===== config.mk =====
export PLATFORM = sky130hd
export DESIGN_NAME = ast_byte_packer
export DESIGN_NICKNAME = d
export VERILOG_FILES = /design/src/rtl/ast_byte_packer.sv
export SDC_FILE = /design/constraint.sdc
export NUM_CORES = 1
export LEC_CHECK = 0
export ABC_AREA = 1
export CORE_MARGIN = 5
export CORE_UTILIZATION = 30
export CTS_CLUSTER_SIZE = 24
export DETAILED_ROUTE_END_ITERATION = 6
export PLACE_DENSITY = 0.5
export SYNTH_ARGS = -nofsm -noshare
export SYNTH_HDL_FRONTEND = slang
export SYNTH_SLANG_ARGS = --single-unit

===== constraint.sdc =====
create_clock -name clk_i -period 2.31 [get_ports clk_i]
set_input_delay 0.231 -clock clk_i [delete_from_list [all_inputs] [get_ports clk_i]]
set_output_delay 0.231 -clock clk_i [all_outputs]
set_load 0.01 [all_outputs]

===== src/rtl/ast_byte_packer.sv =====
// Avalon-ST packer: collects a packetised 8-bit symbol stream big-endian into
// DATA_W-bit words carrying sop/eop/empty/channel, behind one output register.
module ast_byte_packer #(
  parameter int DATA_W    = 64,
  parameter int EMPTY_W   = ($clog2(DATA_W/8) ? $clog2(DATA_W/8) : 1),
  parameter int CHANNEL_W = 10
) (
  input  logic                 clk_i,
  input  logic                 srst_i,
  input  logic [7:0]           snk_data_i,
  input  logic                 snk_startofpacket_i,
  input  logic                 snk_endofpacket_i,
  input  logic                 snk_valid_i,
  input  logic [CHANNEL_W-1:0] snk_channel_i,
  output logic                 snk_ready_o,
  output logic [DATA_W-1:0]    src_data_o,
  output logic                 src_startofpacket_o,
  output logic                 src_endofpacket_o,
  output logic                 src_valid_o,
  output logic [EMPTY_W-1:0]   src_empty_o,
  output logic [CHANNEL_W-1:0] src_channel_o,
  input  logic                 src_ready_i,
  output logic                 err_o
);

  localparam int NB = DATA_W / 8;
  localparam logic [EMPTY_W-1:0] LAST_IDX = EMPTY_W'(NB - 1);

  typedef enum logic [0:0] {IDLE = 1'b0, IN_PKT = 1'b1} state_t;

  state_t               state_r, state_nxt_s;
  logic [EMPTY_W-1:0]   cnt_r, cnt_nxt_s, idx_s;
  logic                 first_word_r, first_word_nxt_s;
  logic [CHANNEL_W-1:0] chan_r, chan_nxt_s;
  logic [DATA_W-1:0]    acc_r, acc_nxt_s, base_s, word_s;
  logic                 sym_acc_s, pack_s, err_s, load_s, load_sop_s;
  logic [CHANNEL_W-1:0] load_chan_s;
  logic [EMPTY_W-1:0]   load_empty_s;

  logic                 out_valid_r, out_sop_r, out_eop_r, err_r;
  logic [DATA_W-1:0]    out_data_r;
  logic [EMPTY_W-1:0]   out_empty_r;
  logic [CHANNEL_W-1:0] out_chan_r;

  assign snk_ready_o = ~out_valid_r | src_ready_i;
  assign sym_acc_s   = snk_valid_i & snk_ready_o;
  // A sop always starts a word; a non-sop symbol is only packed inside a packet.
  assign pack_s      = sym_acc_s & (snk_startofpacket_i | (state_r == IN_PKT));
  assign err_s       = sym_acc_s & (snk_startofpacket_i ? (state_r == IN_PKT) : (state_r == IDLE));

  // Next-state, accumulator update and output-register load decode.
  always_comb begin
    state_nxt_s      = state_r;
    cnt_nxt_s        = cnt_r;
    first_word_nxt_s = first_word_r;
    chan_nxt_s       = chan_r;
    acc_nxt_s        = acc_r;
    idx_s            = cnt_r;
    base_s           = acc_r;
    word_s           = acc_r;
    load_s           = 1'b0;
    load_sop_s       = first_word_r;
    load_chan_s      = chan_r;
    load_empty_s     = '0;
    if (pack_s) begin
      if (snk_startofpacket_i) begin
        idx_s            = '0;
        chan_nxt_s       = snk_channel_i;
        load_chan_s      = snk_channel_i;
        load_sop_s       = 1'b1;
        first_word_nxt_s = 1'b1;
      end else begin
        idx_s = cnt_r;
      end
      // Starting a fresh word clears stale bytes so unused low bytes load as 0.
      base_s = (idx_s == '0) ? '0 : acc_r;
      for (int b = 0; b < NB; b++) begin
        word_s[DATA_W-1-8*b -: 8] = (idx_s == EMPTY_W'(b)) ? snk_data_i : base_s[DATA_W-1-8*b -: 8];
      end
      acc_nxt_s = word_s;
      if ((idx_s == LAST_IDX) || snk_endofpacket_i) begin
        load_s           = 1'b1;
        cnt_nxt_s        = '0;
        first_word_nxt_s = 1'b0;
        load_empty_s     = snk_endofpacket_i ? (LAST_IDX - idx_s) : '0;
        state_nxt_s      = snk_endofpacket_i ? IDLE : IN_PKT;
      end else begin
        cnt_nxt_s   = idx_s + EMPTY_W'(1);
        state_nxt_s = IN_PKT;
      end
    end else begin
      idx_s = cnt_r;
    end
  end

  // Packet state, byte counter, latched channel and partial word.
  always_ff @(posedge clk_i) begin
    if (srst_i) begin
      state_r      <= IDLE;
      cnt_r        <= '0;
      first_word_r <= 1'b0;
      chan_r       <= '0;
      acc_r        <= '0;
    end else begin
      state_r      <= state_nxt_s;
      cnt_r        <= cnt_nxt_s;
      first_word_r <= first_word_nxt_s;
      chan_r       <= chan_nxt_s;
      acc_r        <= acc_nxt_s;
    end
  end

  // Output word register and registered error pulse.
  always_ff @(posedge clk_i) begin
    if (srst_i) begin
      out_valid_r <= 1'b0;
      out_data_r  <= '0;
      out_sop_r   <= 1'b0;
      out_eop_r   <= 1'b0;
      out_empty_r <= '0;
      out_chan_r  <= '0;
      err_r       <= 1'b0;
    end else begin
      err_r <= err_s;
      if (load_s) begin
        out_valid_r <= 1'b1;
        out_data_r  <= word_s;
        out_sop_r   <= load_sop_s;
        out_eop_r   <= snk_endofpacket_i;
        out_empty_r <= load_empty_s;
        out_chan_r  <= load_chan_s;
      end else if (src_ready_i) begin
        out_valid_r <= 1'b0;
      end else begin
        out_valid_r <= out_valid_r;
      end
    end
  end

  assign src_valid_o         = out_valid_r;
  assign src_data_o          = out_data_r;
  assign src_startofpacket_o = out_sop_r;
  assign src_endofpacket_o   = out_eop_r;
  assign src_empty_o         = out_empty_r;
  assign src_channel_o       = out_chan_r;
  assign err_o               = err_r;

endmodule

Yosys cells after proc, flatten, opt, wreduce, memory -nomap -nowiden:

Cells that the tools add are included.

* flip-flop bits (word level): 160
* bits in latches: 0
* RAM bits: 0
* memory bits (read-only): 0
* input bits: 24
* output and inout bits: 82
* word-level logic and storage cells: 59
* memories: 0

* add/sub/neg operators: 2
* multiply operators: 0
* div/mod/pow operators: 0
* $lt $le $gt $ge: 0
* eq/ne operators: 7
* shift operators: 0
* multiplexer cells: 28
* bitwise logic cells: 7
* reductions and logical operators: 3

Operator list (number)
* two-way mux 64 bit: 2
* two-way mux 8 bit: 8
* two-way mux 10 bit: 2
* two-way mux 3 bit: 6
* equality test 3 bit, second input constant: 4
* two-way mux 1 bit: 10
* equality test 3 x 2 -> 1 bit, second input constant: 2
* adder 3 x 1 -> 3 bit, second input constant: 1
* bitwise AND 1 bit: 3
* equality test 3 x 1 -> 1 bit, second input constant: 1
* zero test 3 bit: 1
* subtractor 3 bit, first input constant: 1
* inverter 1 bit: 2
* bitwise OR 1 bit: 2
* nonzero test 2 bit: 1
* logical OR 1 bit: 1

Longest topological paths before layout:

* depth after elaboration: 10
* gate-level depth with buffers: 12
* depth with buffers taken out: 12

Worst setup path after synthesis:

No wires, ideal clock.

* path kind: input-to-reg
* from: in snk_startofpacket_i
* to: reg out_data_r[14] (netlist: src_data_o[14])
* setup time: 0.132 ns
* data arrival time: 1.738 ns
* data required time: 2.178 ns
* path slack: 0.440 ns
* stages: 10
* buffers on the path: 3
* cell sequence: buf_1 nor2_1 ha_1 ha_1 nor2_1 nor2_4 buf_4 buf_4 nand2_1 a21oi_1

* longest elaborated chain between the ends: 6
* elaborated cells on any way between the ends: 13
* those cells by class: eq/ne: 2; mux: 7; bitwise: 2; reduce/logical: 2

RTL lines
* from (decl): RTL line 11 `input logic snk_startofpacket_i,`
* two-way mux 3 bit: RTL line 66 `if (snk_startofpacket_i) begin`
* two-way mux 3 bit: RTL line 65 `if (pack_s) begin`
* zero test 3 bit / equality test 3 bit (equally long branches): RTL line 76, 81
* two-way mux 64 bit / logical OR 1 bit (equally long branches): RTL line 76, 81
* two-way mux 8 bit / two-way mux 1 bit (equally long branches): RTL line 78, 81
* two-way mux 64 bit / two-way mux 1 bit (equally long branches)
* to (signal assigned): RTL line 127 `out_data_r <= word_s;`
* to (decl): RTL line 41 `logic [DATA_W-1:0] out_data_r;`

Several ways; a longest one is shown, not always the timed one. The select of a mux whose other input is x is not followed.
A chain may end at the register's enable or synchronous reset.

Worst setup path in the final report:

* from: in snk_startofpacket_i
* to: reg out_data_r[30] (netlist: src_data_o[30])

The elaborated chain is that of the path after synthesis.

==> implementation parameters <==
Parameter                              Value

Run status
  Result of the run    completed

Setup path
  Launching element type of the critical path    input pin
  Length in cells of the worst reg-to-reg path    9
  Chain of cells forming the critical path    clkdlybuf4s50_1, nor2_1, ha_1, ha_1, nor2_1, nor2_4, buf_4, nand2_1, a21oi_1
  RR Endpoint    src_data_o[30]
  Launching point of the worst reg2reg path    cnt_r[0]
  Largest stage delay on the critical path    0.51 ns
  Cell type of the slowest stage on the worst timing path    sky130_fd_sc_hd__clkdlybuf4s50_1
  Worst-path fanout max    44
  CP endpoint kind    register
  Data arrival time of the critical path    2.30 ns
  Worst-case register-to-register setup slack    0.40 ns
  Data required time of the worst path    2.66 ns
  Crit path kind    in2reg

Logic synthesis
  Cell Area, Synth    0.00631 mm²
  Flip-flop and latch count after synthesis    160
  Warnings, synthesis    0
  Average cell area after synthesis    7.31 µm²
  Gate count after technology mapping    864
  Number of unique standard cell types used by synthesis    27
  Sequential area share after synthesis    0.507
  Post-synthesis net count    895

Min path
  Worst hold path depth    3
  Class of the tightest hold or removal check    in2reg
  Hold Path Sink    src_valid_o
  Startpoint of the worst hold path    srst_i

CTS
  Maximum root-to-sink buffer count    2
  Clock tree from TritonCTS    done
  Number of sinks driven by the clock tree    160
  Quantity of hold-fixing buffers added after cts    0
  Number of gates given a new drive strength after cts    0
  Number of buffers added by the clock tree synthesis step    17
  Skew-Pair Late Insertion Delay    0.42 ns
  Clock slew at reported path FFs    0.06 ns
  Root Buffer Master    sky130_fd_sc_hd__clkbuf_16
  Maximum level of the CTS H-tree    4
  Post-CTS setup buffers    0

STA
  Slew margin rel.    0.518
  Number of failing setup endpoints in the final timing report    0
  Clk_skew    0.0116 ns
  Measured slew at the worst slew-check pin    0.721 ns
  Total Negative Setup Slacks    0 ns
  RSZ-0062 raised after global routing    no
  Final number of max-transition violations    0
  Part of the cycle the worst path needs    0.846
  Final hold violation count    0
  Final min period    1.95 ns
  Achievable clock frequency    512 MHz

Die
  Row count    53
  Chip Height    155 µm
  Width of the chip    155 µm
  Placeable core region    0.0209 mm²
  Total I/O pin count    106
  Initial core utilization    0.302
  Total Die Area    0.0241 mm²

GRT
  Largest net degree at the start of global routing    135
  Number of global-route vias before repair    5,205
  Remaining global-route overflow    0
  Wire length of the first global-routing pass    28.2 mm
  Number of antenna violations at the first check in global routing    0
  Total global-route track usage    0.147

Power
  Leakage power summed over all cells    3.39 nW
  Power density cells    748 mW/mm²
  Maximum vdd ir drop    0.000484 V

Final layout
  Layout cells sized above 1    0.0815
  Final-layout fill cell count    2,211
  Final core area utilization    0.399
  Layout overhead on the synthesized area    32.1%
  Total inserted antenna cells    0
  Final layout net count    999
  Post-route cell area    0.00834 mm²

Routing
  Antenna-violating nets left    0
  Total number of vias    5,548
  Remaining design rule violation count    0
  Via density    4.42
  Number of detailed-routing iterations run before antenna repair    5
  Average wire per standard cell    13.9 µm
  Post-detailed-routing wire length    17.4 mm
  Iter 0 DRT Violations    314

Flow run
  Max-cap check violation count    0

Placed design
  Buffers on Ports    105
  Placed Instance Area    0.00773 mm²
  Final RePlAce weighted congestion    0.745
  HPWL Detailed    11.5 mm
through the flow:
stage          cells  hold slack (ns)  worst slack [ns]  total power, mW
4_1_cts         1256            0.397             0.341             6.33
3_5_place_dp    1224            0.447           -0.0814             3.41
2_1_floorplan    864            0.398             0.440             3.18
6_report        1256            0.355             0.355             6.24
5_1_grt         1256            0.420             0.140             6.51
3_3_place_gp    1224            0.452           -0.0315             3.41
cells by family (layout without fill, tap and decap cells):
logic type / after synthesis / after routing / synth area share
fa+ha+maj: 7 / 7 / 0.0139
simple gates: 437 / 437 / 0.282
flops: 160 / 160 / 0.507
compound gates: 162 / 162 / 0.131
buf+inv: 98 / 215 / 0.0664
report_power, final:
part	internal [mW]	switching, mW	leakage [nW]
Clock	1.72	1.18	0.293
Sequential	2.81	0.0222	1.29
Combinational	0.184	0.318	1.81
cell type report:
class	instances	area, µm²	share of cell area
flip-flops and latches	160	3200	0.384
multi-input cells	606	2690	0.323
well taps	275	344	0.0413
repair buffers	132	1300	0.156
inverters	51	191	0.0230
clock buffers	18	429	0.0515
clock inverters	14	179	0.0215
routing by layer:
| metal | routed length [µm] | part of all wire | GRT usage |
|---|---|---|---|
| met5 | 0 | 0 | 0 |
| met3 | 643 | 0.037 | 0.0367 |
| met1 | 8440 | 0.48 | 0.200 |
| met2 | 8200 | 0.47 | 0.235 |
| met4 | 118 | 0.0068 | 0.0341 |
synth_stat cells (all sizes together):
master  number  share of area
o31ai        2         0.0024
buf         21          0.021
inv         50          0.030
clkbuf      26          0.015
nand2      385           0.23
nor2        26          0.024
a211oi       2         0.0024
a21oi      137           0.11
and2         9         0.0089
nand3       14          0.013
o21bai       1         0.0018
nor3         2         0.0016
clkinv       1        0.00059
ha           7          0.014
dfxtp      160           0.51
or2          1        0.00099
o21ai       20          0.016
state kept, by name, indices dropped and copies added (netlist names):
signal / flops
src_empty_o: 3
err_o: 1
state_r: 1
src_channel_o: 10
chan_r: 10
first_word_r: 1
src_startofpacket_o: 1
src_valid_o: 1
acc_r: 64
src_endofpacket_o: 1
cnt_r: 3
src_data_o: 64
placed cells by master (no fill, tap or decap), types with 2 or more instances in the layout:
cell,count
sky130_fd_sc_hd__dfxtp_1,160
sky130_fd_sc_hd__clkdlybuf4s50_1,104
sky130_fd_sc_hd__buf_12,4
sky130_fd_sc_hd__clkinv_4,3
sky130_fd_sc_hd__buf_4,24
sky130_fd_sc_hd__o21ai_0,19
sky130_fd_sc_hd__o31ai_1,2
sky130_fd_sc_hd__inv_2,4
sky130_fd_sc_hd__a21oi_1,137
sky130_fd_sc_hd__nor3_1,2
sky130_fd_sc_hd__ha_1,7
sky130_fd_sc_hd__inv_6,3
sky130_fd_sc_hd__and2_1,9
sky130_fd_sc_hd__clkbuf_16,17
sky130_fd_sc_hd__clkinv_2,2
sky130_fd_sc_hd__bufinv_16,3
sky130_fd_sc_hd__nand3_1,13
sky130_fd_sc_hd__nor2_1,16
sky130_fd_sc_hd__nand2_4,3
sky130_fd_sc_hd__nor2_2,4
sky130_fd_sc_hd__inv_1,46
sky130_fd_sc_hd__nand2_1,381
sky130_fd_sc_hd__nor2_4,6
sky130_fd_sc_hd__clkinvlp_4,2
sky130_fd_sc_hd__a211oi_1,2
worst max-delay path, delay by kind of cell:
kind / cells / cell delay (ns)
adder cells (fa/ha/maj): 2 / 0.39
buffers and inverters: 2 / 0.94
AO/OA/AOI/OAI: 1 / 0.14
AND/OR/NAND/NOR: 4 / 0.57
worst max-delay path by stage:
| stage | cells after the start | end | startpoint | slack [ns] |
|---|---|---|---|---|
| floorplan | 10 | src_data_o[14] | snk_startofpacket_i | 0.44 |
| global placement | 9 | src_data_o[30] | snk_startofpacket_i | -0.03 |
| detailed placement | 9 | src_data_o[30] | snk_startofpacket_i | -0.08 |
| CTS | 9 | src_data_o[30] | snk_startofpacket_i | 0.34 |
| global route | 9 | src_data_o[21] | snk_startofpacket_i | 0.14 |
| finish | 9 | src_data_o[30] | snk_startofpacket_i | 0.36 |
Power figures use the tool's default switching activity.
==> edit, RTL diff (same settings) <==
Make the reset (`srst_i`) asynchronous in 2 clocked blocks.
--- a/src/rtl/ast_byte_packer.sv
+++ b/src/rtl/ast_byte_packer.sv
@@ -94,7 +94,7 @@
   end
 
   // Packet state, byte counter, latched channel and partial word.
-  always_ff @(posedge clk_i) begin
+  always_ff @(posedge clk_i or posedge srst_i) begin
     if (srst_i) begin
       state_r      <= IDLE;
       cnt_r        <= '0;
@@ -111,7 +111,7 @@
   end
 
   // Output word register and registered error pulse.
-  always_ff @(posedge clk_i) begin
+  always_ff @(posedge clk_i or posedge srst_i) begin
     if (srst_i) begin
       out_valid_r <= 1'b0;
       out_data_r  <= '0;
Formal check against the unedited RTL: differs if srst_i is asserted again (counterexample within 4 cycles, from zero or initial values and one cycle with srst_i high); with srst_i held inactive, the same outputs for 4 cycles.
==> edit against the original RTL <==
  * First-iteration DRC count down 28%
  * Worst setup slack improved by 90 ps
  * Cell area up 0.57%
  * Sequential cell count is the same
  * Area after synthesis fell by 0.63%
  * Core utilization is 0.36 points higher
  * Wire length fell by 7.3%
  * Critical path type unchanged
Power is not compared: it rests on default switching activity, and its combinational part moved more than twofold at a synthesized area within 25%.
==> edit: results <==
[yosys]
yosysSeqAreaShare_pct = 63.8
ys_warn_count = 0
ys.flop_type = "dfrtp_1"
netlist_top_cells_area = "dfrtp_1 64%, nand2_1 22%, nand3_1 3.6%"
syn-num-nets = 726
ys_async_sr_fraction_pct = 100
yosys-top-cells-count = "373 x nand2_1, 160 x dfrtp_1, 45 x nand3_1"
syn_avg_cell_area_um2 = 8.98
yosys.cell_types.count = 24

[place]
placed_cell_area_mm2 = 0.00777
place_ws_ps = 17.5
dpl.hpwl_um = 10900
place.gp.congestion = 0.749

[timing]
clock-skew-final_ps = 7.66
slew_headroom_pct = 58.8

[detailed_routing]
wl_per_cell_um = 14.6
vias = 4783
first_iter_violations = 225

[floorplanning]
die-area_mm2 = 0.0239

[finish]
fin_cells = 1106
multiInputGateArea_mm2 = 0.00202
fill_cells = 2157
layout-drive-gt1-share_pct = 8.78
nets = 846

[critical_path]
slowest_delay_ps = 440
timing.rr.start = "cnt_r[0]$_DFFE_PP0P_"
timing.critical_path.fanout_max = 34
crit_arrival_ps = 2200

[grt]
grt_max_degree = 67
grt_pass1_vias = 4952
grt_use_total_pct = 14.1
antenna_found_initial = 0
grt_pass1_wl_um = 26600

[min_path]
worst_hold_path_type = "in -> async"

[run_status]
status = "completed"
[edit: cell count changes after synthesis, sizes merged, moves of 4 or more]
cell	before	now
nand2	385	380
nor2	26	31
clkbuf	26	4
o21ai	20	10
dfxtp	160	0
inv	50	26
a31oi	0	11
a21oi	137	1
ha	7	3
nand3	14	48
dfrtp	0	160
and2	9	0
[edit: final timing paths]
path	endpoint	slack, ps	cells past startpoint
min reg2reg	chan_r[3]$_DFF_PP0_	460	2
max reg2reg	src_channel_o[4]$_DFFE_PP0P_	460	8
max	src_channel_o[4]$_DFFE_PP0P_	450	10
min in group clk_i	chan_r[2]$_DFF_PP0_	370	3
max in group asynchronous	src_channel_o[4]$_DFFE_PP0P_	1470	3
min	src_data_o[1]$_DFFE_PP0P_	160	2
[edit: per-layer routing]
metal	track usage, %	wire length, µm
met1	19.6	7850
met2	21.5	7200
met3	4.11	863
met4	4.29	220
met5	0	0
[edit: area by class of cell]
type                       instances  area share, %
clock buffer                      21           5.49
clock inverter                    10           1.91
inverter                          26           1.24
multi-input combinational        487           24.1
sequential                       160           47.7
tap                              275           4.10
timing repair buffer             127           15.4
[edit: kinds of logic (layout without fill, tap and decap cells)]
logic type,after synthesis,count (layout),share of synthesized area (%)
AO/OA/AOI/OAI,25,25,2.29
adder cells (fa/ha/maj),3,3,0.598
buffers and inverters,52,184,3.93
flip-flops,160,160,63.8
AND/OR/NAND/NOR,459,459,29.4
[edit: power by group through the flow]
stage / registers [µW] / clock network (µW) / logic, µW
after floorplan: 3380 / 0 / 556
after global placement: 3310 / 0 / 1280
after detailed placement: 3320 / 0 / 1280
after CTS: 3270 / 3040 / 1290
after global routing: 3310 / 3160 / 1400
final: 3260 / 2980 / 1260
